===== src/rtl/interlaken_pkg.sv =====
// Shared Interlaken framing-layer constants and the metaframe FSM state type.
package interlaken_pkg;

  // Framing-layer control word payloads
  localparam logic [63:0] SYNC_WORD = 64'h78F6_78F6_78F6_78F6;
  localparam logic [63:0] SKIP_WORD = 64'h1E00_0000_0000_0000;
  localparam logic [63:0] IDLE_WORD = 64'h1E00_0000_0000_0001;

  // Block-type codes in the top six bits of the Scrambler State and Diagnostic words
  localparam logic [5:0] SCRAM_TYPE = 6'b001010;
  localparam logic [5:0] DIAG_TYPE  = 6'b011001;

  // 64B/67B header codes
  localparam logic [1:0] HDR_DATA = 2'b01;
  localparam logic [1:0] HDR_CTRL = 2'b10;

  // CRC-32C (Castagnoli) parameters for the Diagnostic word
  localparam logic [31:0] CRC_POLY = 32'h1EDC_6F41;
  localparam logic [31:0] CRC_INIT = 32'hFFFF_FFFF;

  // Metaframe sequencer states, in emission order
  typedef enum logic [2:0] {
    ST_SYNC,
    ST_SCRAM,
    ST_SKIP,
    ST_DATA,
    ST_DIAG
  } mf_state_t;

endpackage


===== src/rtl/crc32c_64.sv =====
// Combinational CRC-32C update over one 64-bit word, MSB first, non-reflected.
module crc32c_64
  import interlaken_pkg::*;
(
  input  logic [31:0] crc_in,
  input  logic [63:0] data_in,
  output logic [31:0] crc_out
);

  // Unrolled bit-serial LFSR: data_in[63] enters first
  always_comb begin
    logic [31:0] c;
    logic        fb;
    c  = crc_in;
    fb = 1'b0;
    for (int i = 63; i >= 0; i--) begin
      fb = c[31] ^ data_in[i];
      c  = {c[30:0], 1'b0};
      if (fb) begin
        c = c ^ CRC_POLY;
      end
    end
    crc_out = c;
  end

endmodule


===== src/rtl/metaframe_ctrl.sv =====
// Per-lane Interlaken metaframe sequencer feeding the 64B/67B encoder.
// Optional feature: define METAFRAME_CRC32_EN to fill the Diagnostic word's
// CRC field with a CRC-32C over the whole metaframe; otherwise the field is zero.
module metaframe_ctrl
  import interlaken_pkg::*;
#(
  parameter int MF_LEN = 2048
)
(
  input  logic        USER_CLK,
  input  logic        SYSTEM_RESET_N,
  input  logic [63:0] S_DATA,
  input  logic        S_VALID,
  output logic        S_READY,
  input  logic        TX_PAUSE,
  input  logic [57:0] SCRAM_STATE,
  input  logic [1:0]  LANE_STATUS,
  output logic [63:0] DATA_OUT,
  output logic [1:0]  HEADER_OUT,
  output logic        WORD_VALID,
  output logic        MF_START
);

  // Counter value on the last data slot; DIAG follows it
  localparam logic [15:0] DATA_LAST = 16'(MF_LEN - 2);

  mf_state_t   state;
  mf_state_t   state_next;
  logic [15:0] count;
  logic [15:0] count_next;
  logic [63:0] word_base;
  logic [63:0] word_next;
  logic [1:0]  hdr_next;
  logic [31:0] crc_field;

  assign S_READY = (state == ST_DATA) && !TX_PAUSE;

  // Select the word for the current slot (CRC field left zero) and the next slot
  always_comb begin
    state_next = state;
    count_next = count + 16'd1;
    word_base  = '0;
    hdr_next   = HDR_CTRL;
    case (state)
      ST_SYNC: begin
        word_base  = SYNC_WORD;
        state_next = ST_SCRAM;
      end
      ST_SCRAM: begin
        word_base  = {SCRAM_TYPE, SCRAM_STATE};
        state_next = ST_SKIP;
      end
      ST_SKIP: begin
        word_base  = SKIP_WORD;
        state_next = ST_DATA;
      end
      ST_DATA: begin
        if (S_VALID) begin
          word_base = S_DATA;
          hdr_next  = HDR_DATA;
        end else begin
          word_base = IDLE_WORD;
        end
        if (count == DATA_LAST) begin
          state_next = ST_DIAG;
        end
      end
      ST_DIAG: begin
        word_base  = {DIAG_TYPE, 24'h0, LANE_STATUS, 32'h0};
        state_next = ST_SYNC;
        count_next = '0;
      end
      default: begin
        state_next = ST_SYNC;
        count_next = '0;
      end
    endcase
  end

`ifdef METAFRAME_CRC32_EN
  logic [31:0] crc_reg;
  logic [31:0] crc_seed;
  logic [31:0] crc_out;

  assign crc_seed  = (state == ST_SYNC) ? CRC_INIT : crc_reg;
  assign crc_field = (state == ST_DIAG) ? ~crc_out : 32'h0;

  crc32c_64 u_crc (
    .crc_in  (crc_seed),
    .data_in (word_base),
    .crc_out (crc_out)
  );

  // Running CRC across the metaframe; restarts from the seed at each Sync
  always_ff @(posedge USER_CLK or negedge SYSTEM_RESET_N) begin
    if (!SYSTEM_RESET_N) begin
      crc_reg <= CRC_INIT;
    end else if (!TX_PAUSE) begin
      crc_reg <= crc_out;
    end
  end
`else
  assign crc_field = 32'h0;
`endif

  assign word_next = word_base | {32'h0, crc_field};

  // Sequencer state, slot counter and registered encoder-facing outputs
  always_ff @(posedge USER_CLK or negedge SYSTEM_RESET_N) begin
    if (!SYSTEM_RESET_N) begin
      state      <= ST_SYNC;
      count      <= '0;
      DATA_OUT   <= '0;
      HEADER_OUT <= '0;
      WORD_VALID <= 1'b0;
      MF_START   <= 1'b0;
    end else if (TX_PAUSE) begin
      WORD_VALID <= 1'b0;
      MF_START   <= 1'b0;
    end else begin
      state      <= state_next;
      count      <= count_next;
      DATA_OUT   <= word_next;
      HEADER_OUT <= hdr_next;
      WORD_VALID <= 1'b1;
      MF_START   <= (state == ST_SYNC);
    end
  end

endmodule


===== config.mk =====
export PLATFORM = sky130hd
export DESIGN_NAME = metaframe_ctrl
export DESIGN_NICKNAME = d
export VERILOG_FILES = /design/src/rtl/interlaken_pkg.sv /design/src/rtl/crc32c_64.sv /design/src/rtl/metaframe_ctrl.sv
export SDC_FILE = /design/constraint.sdc
export NUM_CORES = 1
export LEC_CHECK = 0
export BUFFER_PORTS_ARGS = -buffer_cell sky130_fd_sc_hd__buf_2
export CAP_MARGIN = 20
export CORE_UTILIZATION = 46
export DETAILED_ROUTE_END_ITERATION = 6
export HOLD_SLACK_MARGIN = 0.03
export PLACE_DENSITY_LB_ADDON = 0.1
export SLEW_MARGIN = 20
export SYNTH_ARGS = -nofsm -noshare
export SYNTH_HDL_FRONTEND = slang
export SYNTH_SLANG_ARGS = --single-unit

===== constraint.sdc =====
create_clock -name USER_CLK -period 2.1 [get_ports USER_CLK]
set_input_delay 0.42 -clock USER_CLK [delete_from_list [all_inputs] [get_ports USER_CLK]]
set_output_delay 0.42 -clock USER_CLK [all_outputs]
set_load 0.02 [all_outputs]

==> summary.txt <==
Yosys
  • Syn_nets: 525
  • Post-synth EDFFs: 0
  • Sequential element share of the synthesized area: 53.9%
  • Synthesized area: 4040 µm²
  • Flops & latches, synth: 87
  • Mean post-synth cell area: 10.2 µm²
  • Synth cell types: 44
  • Most used DFF post-synth: dfrtp_1
  • Top cells by area, synth: dfrtp_1 (54%), a221o_1 (8.4%), inv_1 (5.7%), a21oi_1 (5.4%), a222oi_1 (4.7%)
  • Synthesized instance count: 395
  • Post-synth ARST share: 100%
  • Syn. warnings: 0
  • Synth area leader: dfrtp_1
  • Yosys top cell area share: 53.9%

Clock tree
  • CTS tree: yes
  • Clock slew at reported path FFs: 80 ps
  • CTS sink count: 87
  • Root buf cell: clkbuf_8
  • CTS Buf Count: 9
  • Clk_lat worst skew: 340 ps
  • Clk buf depth: 2
  • # H-tree levels: 3

STA
  • Rel. slew slack: 68.9%
  • RSZ-0062 raised after global routing: no
  • Final Hold Fails: 0
  • Tmin final: 1910 ps
  • FMAX: 524 MHz
  • Worst Max-Slew Pin Slew: 466 ps
  • Max Slew Vio Count: 0
  • Endpoints failing setup: 0
  • Setup TNS Final: 0 ps
  • Crit share post-route: 90.9%
  • Worst-case clock skew: 8.46 ps

Floorplanning
  • Initial core utilization: 48.5%
  • IO Count: 197
  • Placeable Area: 8340 µm²
  • # rows: 33
  • Die area: 9160 µm²
  • Chip height: 95.7 µm
  • Die width: 95.7 µm

Global route
  • GRT Overall Usage: 23.9%
  • First-pass GRT wire length: 16700 µm
  • Vias in the first global route: 3438
  • Largest net degree at the start of global routing: 41
  • Initial antenna violation count: 0
  • Total congestion overflow: 0

Setup path
  • CP top delay family: flip-flops
  • CP max FO: 10
  • Critical path type: flip-flop to output pin
  • R2R Setup Slk: 260 ps
  • Critical-path top delay cell: dfrtp_2
  • Reg2reg end: state[1]$_DFFE_PN0P_
  • Cells along the critical path: nand2b_1 -> nor2_1 -> buf_2
  • Data required, critical path: 1680 ps
  • Worst path buffer plus inverter count: 1
  • Reg2reg start: count[0]$_DFFE_PN0N_
  • Crit. End Element: output pin
  • Worst setup path startpoint: state[1]$_DFFE_PN0P_
  • Critical Path Max Stage Delay: 470 ps
  • Worst-case reg-to-reg path depth: 6
  • Crit path DAT: 1490 ps
  • Critical path startpoint category: flip-flop

Cells and area
  • # diodes: 0
  • Layout Nets: 717
  • Number of fill cells: 734
  • Layout cell share with drive strength beyond 1: 39.4%
  • Post-route insts no fill: 697
  • Register Area: 2180 µm²
  • Multi-input logic area: 1510 µm²
  • Area Overhead vs Synth: 31.7%

Min path
  • Type of the worst min-delay path: input pin to flip-flop
  • Min-Delay Path Depth: 2
  • Hold Path End: DATA_OUT[63]$_DFFE_PN0N_
  • Hold Startpoint: S_DATA[63]

Power and ir drop
  • Sw frac: 30.0%
  • Leakage: 2.95 nW
  • Clock share of power: 26.5%
  • Logic pwr share: 20.4%
  • Internal: 2.59 mW
  • Total power: 3.70 mW
  • Power Dens Cells: 696 nW/µm²
  • Net Sw Power: 1.11 mW
  • Worst VDD drop: 0.355 mV
  • Share of power burned in registers: 53.1%

Routing
  • DR pass1 iterations: 7
  • Via count of the routed design: 3766
  • DRT iter0 DRCs: 273
  • Routed WL per cell: 15.8 µm
  • Post-route ant nets: 0
  • WL final: 11000 µm
  • # DRC: 0
  • DR vias/cell: 5.40

Placement
  • DP Wirelength: 7930 µm
  • Inst Count DP: 680
  • IO buf count: 196
  • Final Wtd Congestion: 0.751

Outcome
  • Status: completed

Run
  • Max cap viols: 0
cell usage after synthesis, types with 2 or more instances:
cell,count
a21o_1,3
a21oi_1,44
a221o_1,34
a222oi_1,19
a22o_1,5
a31o_2,2
a31oi_1,2
buf_1,3
buf_2,14
clkbuf_1,14
dfrtp_1,87
ha_1,2
inv_1,61
nand2_1,19
nand2b_1,4
nand3_1,5
nand4_1,2
nor2_1,17
nor2b_1,2
nor3_1,10
nor4_1,3
o21ai_0,10
o31ai_1,3
o41ai_1,2
or3_1,4
xnor2_1,6
placed cells by master, fill, tap and decap left out, drive strengths merged, types with 4 or more instances in the layout:
cell	Yosys	final
nand2	19	19
nand2b	4	4
clkbuf	14	12
a22o	5	5
nand3	5	5
a21oi	44	44
dfrtp	87	87
a221o	34	34
xnor2	6	6
inv	61	61
or3	4	4
a222oi	19	19
buf	17	211
nor3	11	11
o21ai	10	10
nor2	17	17
nor4	4	4
how the worst max path moves through the flow:
stage | end | cells past startpoint
global route | S_READY | 3
finish | S_READY | 3
CTS | S_READY | 3
detailed placement | state[1]$_DFFE_PN0P_ | 6
global placement | state[1]$_DFFE_PN0P_ | 6
floorplan | state[1]$_DFFE_PN0P_ | 6
cell families after synthesis:
family | Yosys count | share of synthesized area (%)
XOR/XNOR | 7 | 1.52
flip-flops | 87 | 53.9
multiplexers | 1 | 0.248
adder cells (fa/ha/maj) | 2 | 0.619
AND/OR/NAND/NOR | 74 | 9.94
buffers and inverters | 92 | 8.98
AO/OA/AOI/OAI | 132 | 24.8
power by group through the flow:
stage | clock network [mW] | logic (mW) | registers [mW]
floorplan | 0 | 0.317 | 2.10
global placement | 0 | 0.748 | 1.99
detailed placement | 0 | 0.764 | 2.00
CTS | 1.01 | 0.766 | 1.96
global route | 1.08 | 0.832 | 1.99
finish | 0.981 | 0.757 | 1.96
sequential cells by signal, summed over array words and instances (netlist names):
| signal | count |
|---|---|
| MF_START | 1 |
| count | 16 |
| HEADER_OUT | 2 |
| state | 3 |
| WORD_VALID | 1 |
| DATA_OUT | 64 |
metrics by stage:
step	area (µm²)	setup slack [ps]	hold WS (ps)	util, %
final	5320	191	297	63.8
after global routing	5320	86.2	283	63.8
after CTS	5320	56.5	279	63.8
after detailed placement	5150	289	405	61.8
after global placement	5150	327	406	61.8
after floorplan	4040	400	124	-
final cells by class:
cell class	instances	share of cell area (%)
Clock buffer	12	2.54
Clock inverter	4	0.423
Inverter	61	4.30
Multi-Input combinational cell	216	28.3
Sequential cell	87	40.9
Tap cell	105	2.47
Timing Repair Buffer	212	21.0
timing repair:
item                                    CTS  global route
endpoints found under the hold margin    20             0
gates resized for setup                   0             1
endpoints found under the setup margin    0             1
buffers inserted                          0             0
hold buffers                              1             0
per-layer routing:
metal,wire length (µm),part of all wire (%),up-vias,GRT usage (%)
met5,0,0,-,0
met1,4780,43,1788,32.0
li1,-,-,1816,-
met4,170,1.5,0,8.46
met2,5370,49,147,38.0
met3,678,6.2,15,5.53
Power figures use the tool's default switching activity.
